===== config.mk =====
export PLATFORM = sky130hd
export DESIGN_NAME = scu_dsp_dma_engine_flat
export DESIGN_NICKNAME = d
export VERILOG_FILES = /design/src/rtl/scu_dsp_dma_if.sv /design/src/rtl/scu_dsp_dma_engine.sv /design/src/flat_wrapper.sv
export SDC_FILE = /design/constraint.sdc
export NUM_CORES = 1
export LEC_CHECK = 0
export BUFFER_PORTS_ARGS = -buffer_cell sky130_fd_sc_hd__buf_2
export CAP_MARGIN = 0
export CELL_PAD_IN_SITES_DETAIL_PLACEMENT = 1
export CELL_PAD_IN_SITES_GLOBAL_PLACEMENT = 2
export CORE_ASPECT_RATIO = 0.9
export CORE_MARGIN = 2
export CORE_UTILIZATION = 21
export DETAILED_ROUTE_END_ITERATION = 8
export MAX_ROUTING_LAYER = met4
export PLACE_DENSITY = 0.9
export SETUP_SLACK_MARGIN = 0.05
export SLEW_MARGIN = 20
export SYNTH_ARGS = -nofsm -noshare
export SYNTH_HDL_FRONTEND = slang
export SYNTH_SLANG_ARGS = --single-unit

===== constraint.sdc =====
create_clock -name CLK -period 2.4 [get_ports CLK]
set_input_delay 0.24 -clock CLK [delete_from_list [all_inputs] [get_ports CLK]]
set_output_delay 0.24 -clock CLK [all_outputs]
set_load 0.01 [all_outputs]

===== src/rtl/scu_dsp_dma_if.sv =====
// scu_dsp_dma_if: beat handshake and data path between the DMA engine and the A/B-bus arbiter.
interface scu_dsp_dma_if #(parameter int DATA_W = 32);
    logic CE_R, ACK, END, REQ, LAST;
    logic [DATA_W-1:0] BUS_DI, BUS_DO;
    modport master(input CE_R, ACK, END, BUS_DI, output REQ, LAST, BUS_DO);
    modport slave(output CE_R, ACK, END, BUS_DI, input REQ, LAST, BUS_DO);
endinterface


===== src/rtl/scu_dsp_dma_engine.sv =====
// scu_dsp_dma_engine: SCU DSP DMA engine owning the per-bank CT counters; moves words bus<->data RAM or bus->program RAM.
// Define SCU_DSP_DMA_HOLD_EN to honour HOLD (keep the RAM address fixed); otherwise counters always advance.
module scu_dsp_dma_engine #(
    parameter int BANKS = 4,
    parameter int DEPTH_W = 6,
    parameter int DATA_W = 32,
    parameter int CNT_W = 8,
    parameter int PRG_W = 8
) (
    input  logic                       CLK,
    input  logic                       RST_N,
    input  logic                       CE,
    input  logic                       START,
    input  logic                       DIR,
    input  logic                       PRGW,
    input  logic [$clog2(BANKS)-1:0]   BANK,
    input  logic                       HOLD,
    input  logic [CNT_W-1:0]           CNT,
    input  logic                       ABORT,
    input  logic [BANKS-1:0]           CT_LD,
    input  logic [BANKS-1:0]           CT_INC,
    input  logic [DEPTH_W-1:0]         CT_VAL,
    output logic [BANKS*DEPTH_W-1:0]   CT,
    input  logic [BANKS*DATA_W-1:0]    RAM_Q,
    output logic [DATA_W-1:0]          RAM_D,
    output logic [BANKS-1:0]           RAM_WE,
    output logic [PRG_W-1:0]           PRG_ADDR,
    output logic                       PRG_WE,
    output logic                       BUSY,
    output logic                       DONE,
    scu_dsp_dma_if.master              bus
);
    localparam int BW = $clog2(BANKS);
    typedef enum logic [1:0] {IDLE, REQ_ST, END_ST, FIN} state_t;
    state_t state;
    logic dir_q, prg_q, end_q, hold_q, beat;
    logic [BW-1:0] bank_q;
    logic [CNT_W:0] rem;
    logic [BANKS-1:0][DEPTH_W-1:0] ct;
`ifndef SCU_DSP_DMA_HOLD_EN
    logic unused_hold;
    assign unused_hold = HOLD;
    assign hold_q = 1'b0;
`endif
    assign beat = state == REQ_ST && bus.ACK && bus.CE_R;
    assign bus.REQ = state == REQ_ST;
    assign bus.LAST = rem == 1'b1;
    assign bus.BUS_DO = RAM_Q[bank_q*DATA_W +: DATA_W];
    assign BUSY = state != IDLE;
    assign CT = ct;
    assign RAM_D = bus.BUS_DI;
    assign RAM_WE = beat && !dir_q && !prg_q ? BANKS'(1) << bank_q : '0;
    assign PRG_WE = beat && prg_q;
    always_ff @(posedge CLK or negedge RST_N) begin
        if (!RST_N) begin
            state <= IDLE;
            dir_q <= 1'b0;
            prg_q <= 1'b0;
            end_q <= 1'b0;
            bank_q <= '0;
            rem <= '0;
            ct <= '0;
            PRG_ADDR <= '0;
            DONE <= 1'b0;
`ifdef SCU_DSP_DMA_HOLD_EN
            hold_q <= 1'b0;
`endif
        end else begin
            end_q <= bus.END;
            DONE <= 1'b0;
            // sequencer load beats sequencer increment beats DMA advance; never summed
            for (int i = 0; i < BANKS; i++)
                if (CE && CT_LD[i]) ct[i] <= CT_VAL;
                else if (CE && CT_INC[i]) ct[i] <= ct[i] + 1'b1;
                else if (beat && !prg_q && !hold_q && bank_q == BW'(i)) ct[i] <= ct[i] + 1'b1;
            if (beat && prg_q) PRG_ADDR <= PRG_ADDR + 1'b1;
            if (beat) rem <= rem - 1'b1;
            case (state)
                IDLE: if (START && CE) begin
                    state <= REQ_ST;
                    dir_q <= DIR && !PRGW;
                    prg_q <= PRGW;
                    bank_q <= BANK;
                    rem <= {~|CNT, CNT};
                    if (PRGW) PRG_ADDR <= '0;
`ifdef SCU_DSP_DMA_HOLD_EN
                    hold_q <= HOLD;
`endif
                end
                REQ_ST: if (beat && rem == 1'b1) state <= END_ST;
                END_ST: if (end_q && !bus.END) state <= FIN;
                FIN: if (CE) begin
                    state <= IDLE;
                    DONE <= 1'b1;
                end
            endcase
            // an accepted beat in the abort cycle has already committed above
            if (ABORT && state != IDLE) begin
                state <= IDLE;
                rem <= '0;
                DONE <= 1'b0;
            end
        end
    end
endmodule


===== src/flat_wrapper.sv =====
// flat-port wrapper written by rule: the top's interface ports become plain ports
module scu_dsp_dma_engine_flat 
#(
    parameter int BANKS = 4,
    parameter int DEPTH_W = 6,
    parameter int DATA_W = 32,
    parameter int CNT_W = 8,
    parameter int PRG_W = 8
)
  (CLK, RST_N, CE, START, DIR, PRGW, BANK, HOLD, CNT, ABORT, CT_LD, CT_INC, CT_VAL, CT, RAM_Q, RAM_D, RAM_WE, PRG_ADDR, PRG_WE, BUSY, DONE, bus_CE_R, bus_ACK, bus_END, bus_BUS_DI, bus_REQ, bus_LAST, bus_BUS_DO);
  scu_dsp_dma_if #(.DATA_W(DATA_W)) bus_i ();
  input  logic CLK;
  input  logic RST_N;
  input  logic CE;
  input  logic START;
  input  logic DIR;
  input  logic PRGW;
  input  logic [$clog2(BANKS)-1:0] BANK;
  input  logic HOLD;
  input  logic [CNT_W-1:0] CNT;
  input  logic ABORT;
  input  logic [BANKS-1:0] CT_LD;
  input  logic [BANKS-1:0] CT_INC;
  input  logic [DEPTH_W-1:0] CT_VAL;
  output logic [BANKS*DEPTH_W-1:0] CT;
  input  logic [BANKS*DATA_W-1:0] RAM_Q;
  output logic [DATA_W-1:0] RAM_D;
  output logic [BANKS-1:0] RAM_WE;
  output logic [PRG_W-1:0] PRG_ADDR;
  output logic PRG_WE;
  output logic BUSY;
  output logic DONE;
  input wire logic [$bits(bus_i.CE_R)-1:0] bus_CE_R;
  input wire logic [$bits(bus_i.ACK)-1:0] bus_ACK;
  input wire logic [$bits(bus_i.END)-1:0] bus_END;
  input wire logic [$bits(bus_i.BUS_DI)-1:0] bus_BUS_DI;
  output wire logic [$bits(bus_i.REQ)-1:0] bus_REQ;
  output wire logic [$bits(bus_i.LAST)-1:0] bus_LAST;
  output wire logic [$bits(bus_i.BUS_DO)-1:0] bus_BUS_DO;
  assign bus_i.CE_R = bus_CE_R;
  assign bus_i.ACK = bus_ACK;
  assign bus_i.END = bus_END;
  assign bus_i.BUS_DI = bus_BUS_DI;
  assign bus_REQ = bus_i.REQ;
  assign bus_LAST = bus_i.LAST;
  assign bus_BUS_DO = bus_i.BUS_DO;
  scu_dsp_dma_engine #(.BANKS(BANKS), .DEPTH_W(DEPTH_W), .DATA_W(DATA_W), .CNT_W(CNT_W), .PRG_W(PRG_W)) u_core (.CLK(CLK), .RST_N(RST_N), .CE(CE), .START(START), .DIR(DIR), .PRGW(PRGW), .BANK(BANK), .HOLD(HOLD), .CNT(CNT), .ABORT(ABORT), .CT_LD(CT_LD), .CT_INC(CT_INC), .CT_VAL(CT_VAL), .CT(CT), .RAM_Q(RAM_Q), .RAM_D(RAM_D), .RAM_WE(RAM_WE), .PRG_ADDR(PRG_ADDR), .PRG_WE(PRG_WE), .BUSY(BUSY), .DONE(DONE), .bus(bus_i));
endmodule

# Yosys cells after proc, flatten, opt, wreduce, memory -nomap -nowiden
# Cells that the tools add are included.
[word_totals] register_bits=49 inputBits=195
[op_classes] n_addsub=6 n_eq_ne=11 shift=2 mux=30 reduce_logical=38
[ops] operator="128-bit by 8-bit indexed part select with 32-bit output" count=1
[ops] operator="6-bit two-way mux" count=12
[ops] operator="9-bit two-way mux" count=4
[ops] operator="8-bit two-way mux" count=4
[ops] operator="6-bit by 1-bit adder with 6-bit output (second input constant)" count=4
[ops] operator="1-bit logical AND" count=23
[ops] operator="3-bit nonzero test" count=4
[ops] operator="2-bit two-way mux" count=5
[ops] operator="9-bit by 1-bit == test with 1-bit output (second input constant)" count=1
[ops] operator="3-bit by 1-bit inequality test with 1-bit output (second input constant)" count=3
[ops] operator="9-bit by 1-bit subtractor with 9-bit output (second input constant)" count=1
[ops] operator="8-bit by 1-bit adder with 8-bit output (second input constant)" count=1
[ops] operator="2-bit == test (second input constant)" count=4
[ops] operator="2-bit one-hot mux with 4 select lines" count=1
[ops] operator="8-bit OR reduction" count=1
[ops] operator="1-bit logical NOT" count=5
[ops] operator="2-bit by 1-bit == test with 1-bit output (second input constant)" count=2
[ops] operator="2-bit logical NOT" count=2
[ops] operator="4-bit two-way mux" count=1
[ops] operator="4-bit AND reduction" count=1
[ops] operator="1-bit by 2-bit << shifter with 4-bit output (first input constant)" count=1
[ops] operator="1-bit two-way mux" count=3
[ops] operator="3-bit by 2-bit inequality test with 1-bit output (second input constant)" count=1
[ops] operator="2-bit AND reduction" count=1
[ops] operator="2-bit nonzero test" count=1

# Depth between registers and ports, before layout
[depth] word_depth=8 ltp_mapped=7 depth_no_buf=6

# Worst setup path after synthesis
# No wires, ideal clock.
[synth_timing] path_kind="flip-flop to output port" start="register u_core.state[1]" end="output port RAM_WE[1]" arrival_time_ps=1534 t_required_ps=2160 path_slack_ps=626 path_stages_with_launch=5 path_buffers=0 path_cell_list="dfrtp_1 inv_1 ha_1 nand4b_2 nor4b_1"
[synth_via] elab_chain_cells=6
[synth_rtl] element="from (decl)" line="scu_dsp_dma_engine.sv:35" source="state_t state;"
[synth_rtl] element="from (signal assigned)" line="scu_dsp_dma_engine.sv:56" source="state <= IDLE;"
[synth_rtl] element="from (signal assigned)" line="scu_dsp_dma_engine.sv:80" source="state <= REQ_ST;"
[synth_rtl] element="from (signal assigned)" line="scu_dsp_dma_engine.sv:90" source="REQ_ST: if (beat && rem == 1'b1) state <= END_ST;"
[synth_rtl] element="2-bit by 1-bit == test with 1-bit output"
[synth_rtl] element="named net bus_REQ" line="flat_wrapper.sv:37" source="output wire logic [$bits(bus_i.REQ)-1:0] bus_REQ;"
[synth_rtl] element="1-bit logical AND (2 in a row)" line="scu_dsp_dma_engine.sv:45" source="assign beat = state == REQ_ST && bus.ACK && bus.CE_R;"
[synth_rtl] element="1-bit logical AND (2 in a row)" line="scu_dsp_dma_engine.sv:52" source="assign RAM_WE = beat && !dir_q && !prg_q ? BANKS'(1) << bank_q : '0;"
[synth_rtl] element="4-bit two-way mux" line="scu_dsp_dma_engine.sv:52"
[synth_rtl] element="to (decl)" line="flat_wrapper.sv:28" source="output logic [BANKS-1:0] RAM_WE;"
# The timed path passes the listed nets, and every way through them passes these cells.

# Worst setup path in the final report
[layout_timing] start="register u_core.state[1]" end="output port RAM_WE[1]"
[layout_via] elab_chain_cells=6
[layout_rtl] element="2-bit by 1-bit == test with 1-bit output" line="scu_dsp_dma_engine.sv:45"
[layout_rtl] element="1-bit logical AND (2 in a row)" line="scu_dsp_dma_engine.sv:45"
[layout_rtl] element="1-bit logical AND (2 in a row)" line="scu_dsp_dma_engine.sv:52"
[layout_rtl] element="4-bit two-way mux" line="scu_dsp_dma_engine.sv:52"
# No other way between the ends.

==> results.yml <==
run_status:
  status: "complete, no violations"
finish:
  ff_latch_area_um2: 1229
  multi_input_area_um2: 2267
  area_growth_pct: 37.47
  drive_above_1_share_pct: 52.69
  nets: 782
  fin_util_pct: 29.71
  fillers: 2144
power:
  power.density_nw_per_um2: 1084
  ir_worst_vdd_uv: 504.4
  leakagePower_nw: 2.541
  p_int_mw: 3.217
  pwr-share-comb_pct: 57.4
  p_switching_mw: 2.510
  p_seq_share_pct: 27.7
  switching_share_pct: 43.82
  clkPwrFrac_pct: 14.9
synthesis:
  synthDominantCellAreaShare_pct: 31.90
  synth_fp_nets: 581
  synth.largest_area_cell: "dfrtp_1"
  syn_inst: 375
  synth_area_leaders: "dfrtp_1, mux4_2, buf_4, a21oi_1, ha_1"
  ys.flop_type: "dfrtp_1"
  synth_edf_count: 0
  synth.most_common_cell: "dfrtp_1"
  ys_ff_latch: 49
  synth_commonest_cells: "dfrtp_1, buf_4, mux4_2, a21oi_1, nor2_1"
  yosys_warnings: 0
  synth-async-reset-ratio_pct: 100.0
  ys_seq_area_share_pct: 31.90
  synthDistinctLibCells: 46
  syn_area_per_cell_um2: 10.25
  syn-cell-area_um2: 3844
critical_path:
  end_kind: "output port"
  crit_slowest_cell: "dfrtp_1"
  path_max_fanout: 7
  crit_buf_inv: 2
  critPathLaunchType: "flop"
  cp_slowest_stage_delay_ps: 400
  cpLargestDelayFamily: "simple AND/OR/NAND/NOR gates"
  path_cells: "inv_1 > ha_1 > nand4b_4 > nor4b_1 > buf_2"
  worstSetupPathType: "reg -> out"
  crit_arrival_ps: 1890
  critPathRequiredTime_ps: 2160
floorplan:
  start_util_pct: 21.61
  core_um2: 17780
  dieArea_um2: 19400
  fp-row-count: 46
  die_w_um: 146.6
  io_pins: 300
  die_h_um: 132.3
global_routing:
  overflow: 0
  grt_pass1_vias: 3979
  antenna_found_initial: 5
  grt_max_degree: 42
  track_usage_pct: 17.76
  grt_pass1_wl_mm: 25.16
clocking:
  cts_buffers: 5
  clkSinkCount: 49
  htree_levels: 2
  clock_path_buffers: 2
  clk_latency_ps: 310
  root_buffer: "clkbuf_16"
  cts_tree: "done"
  cts.reportedPaths.clkPinSlew_ps: 70
sta:
  drv_slew: 0
  hold_viol: 0
  finClkSkew_ps: 9.888
  period_needed_ps: 2130
  min_period_over_period_pct: 88.75
  slew_headroom_pct: 59.54
  setup_viol_count_final: 0
  setup_tns_ps: 0
  fmax_ghz: 0.4695
  rsz0062_at_grt: "false"
  worst_slew_pin_slew_ps: 606.9
detailed_routing:
  drtIter0Drc: 127
  drt_pass1_iterations: 4
  antenna_left: 0
  wire_per_inst_um: 20.93
  drcViolationCount: 0
  vias: 3899
  routed_via_density: 4.761
  drt-total-wl_mm: 17.14
worst_hold_path:
  hp-class: "in -> reg"
place:
  port_buffers: 234
  gp_congestion: 0.7818
  dp_hpwl_mm: 14.32
run:
  drv_cap: 0
cell usage in the layout (no fill, tap or decap), types with 2 or more instances in the layout:
| cell | Yosys | layout |
|---|---|---|
| buf_2 | 11 | 234 |
| dfrtp_1 | 49 | 47 |
| mux4_2 | 32 | 32 |
| a21oi_1 | 30 | 30 |
| nor2_1 | 25 | 25 |
| nand2_1 | 23 | 23 |
| nand3_1 | 19 | 19 |
| o21ai_0 | 14 | 14 |
| o22ai_1 | 12 | 12 |
| buf_4 | 33 | 12 |
| ha_1 | 11 | 11 |
| nand2b_1 | 10 | 10 |
| and3_1 | 8 | 8 |
| xnor2_1 | 7 | 7 |
| a211oi_1 | 7 | 7 |
| xor2_1 | 7 | 7 |
| mux2i_1 | 7 | 7 |
| inv_1 | 6 | 6 |
| a21boi_0 | 6 | 6 |
| nand4_1 | 5 | 5 |
| clkbuf_16 | 0 | 5 |
| nor4_1 | 4 | 4 |
| a31oi_1 | 4 | 4 |
| a2bb2oi_1 | 4 | 4 |
| nor3_2 | 3 | 3 |
| a21o_1 | 3 | 3 |
| diode_2 | 0 | 2 |
| or4_4 | 2 | 2 |
| or3_1 | 2 | 2 |
| nor2b_1 | 2 | 2 |
| o21ai_1 | 3 | 2 |
| mux2_2 | 2 | 2 |
| dfrtp_2 | 0 | 2 |
stage by stage:
| stage | worst slack, ps | hold WS, ps | std cells | power [mW] | area, µm² |
|---|---|---|---|---|---|
| detailed placement | 159.4 | 291.0 | 808 | 4.915 | 5087 |
| global placement | 289.7 | 286.7 | 808 | 4.828 | 5087 |
| finish | 270.0 | 53.31 | 819 | 5.727 | 5284 |
| global route | 140.3 | 47.50 | 819 | 6.121 | 5284 |
| floorplan | 625.7 | -55.59 | 375 | 3.600 | 3844 |
| CTS | 86.94 | 44.78 | 817 | 5.797 | 5266 |
routing by layer:
layer / part of all wire (%) / vias up / track usage, %
li1: - / 1788 / -
met1: 39 / 1907 / 20.06
met2: 51 / 181 / 30.15
met3: 7.3 / 23 / 4.983
met4: 2.4 / 0 / 6.257
met5: 0 / - / -
power groups by stage:
stage,Clock (mW),Sequential (mW),Combinational [mW]
2_1_floorplan,0,1.52,2.08
3_3_place_gp,0,1.57,3.26
3_5_place_dp,0,1.60,3.32
4_1_cts,0.880,1.58,3.34
5_1_grt,0.907,1.64,3.58
6_report,0.855,1.58,3.29
registers in the layout, summed over array words and instances, names as in the netlist:
register,count
u_core.rem,9
u_core.PRG_ADDR,8
u_core.state,2
u_core.prg_q,1
u_core.dir_q,1
u_core.end_q,1
u_core.CT,24
u_core.bank_q,2
u_core.DONE,1
cells by family (layout without fill, tap and decap cells):
family | Yosys count | after routing | synth area share, %
XOR/XNOR | 14 | 14 | 3.190
AND/OR/NAND/NOR | 112 | 112 | 15.92
flip-flops | 49 | 49 | 31.90
other | 0 | 2 | 0
adder cells (fa/ha/maj) | 11 | 11 | 3.581
AO/OA/AOI/OAI | 88 | 88 | 14.81
buffers and inverters | 60 | 262 | 9.440
multiplexers | 41 | 41 | 21.16
path summary, 6_finish.rpt:
path	startpoint	end	slack [ps]	depth (start not counted)
min reg2reg	u_core.prg_q	u_core.prg_q	520	1
max reg2reg	u_core.state[1]	u_core.CT[0]	380	7
min	bus_END	u_core.end_q	50	1
max	u_core.state[1]	RAM_WE[1]	270	5
min in group asynchronous	RST_N	u_core.state[1]	480	2
max in group asynchronous	RST_N	u_core.CT[21]	1140	3
cell type report:
cell class,count,share of cell area [%]
Multi-Input combinational cell,266,42.91
Timing Repair Buffer,248,24.44
Sequential cell,49,23.25
Tap cell,240,5.683
Clock buffer,5,2.368
Clock inverter,3,0.8288
Inverter,6,0.4262
Antenna cell,2,0.09472
repair_timing:
action | CTS | global route
hold endpoints to repair | 24 | 0
buffers inserted | 0 | 0
gates resized for setup | 0 | 2
setup endpoints to repair | 0 | 3
hold buffers | 1 | 0
Power figures use the tool's default switching activity.
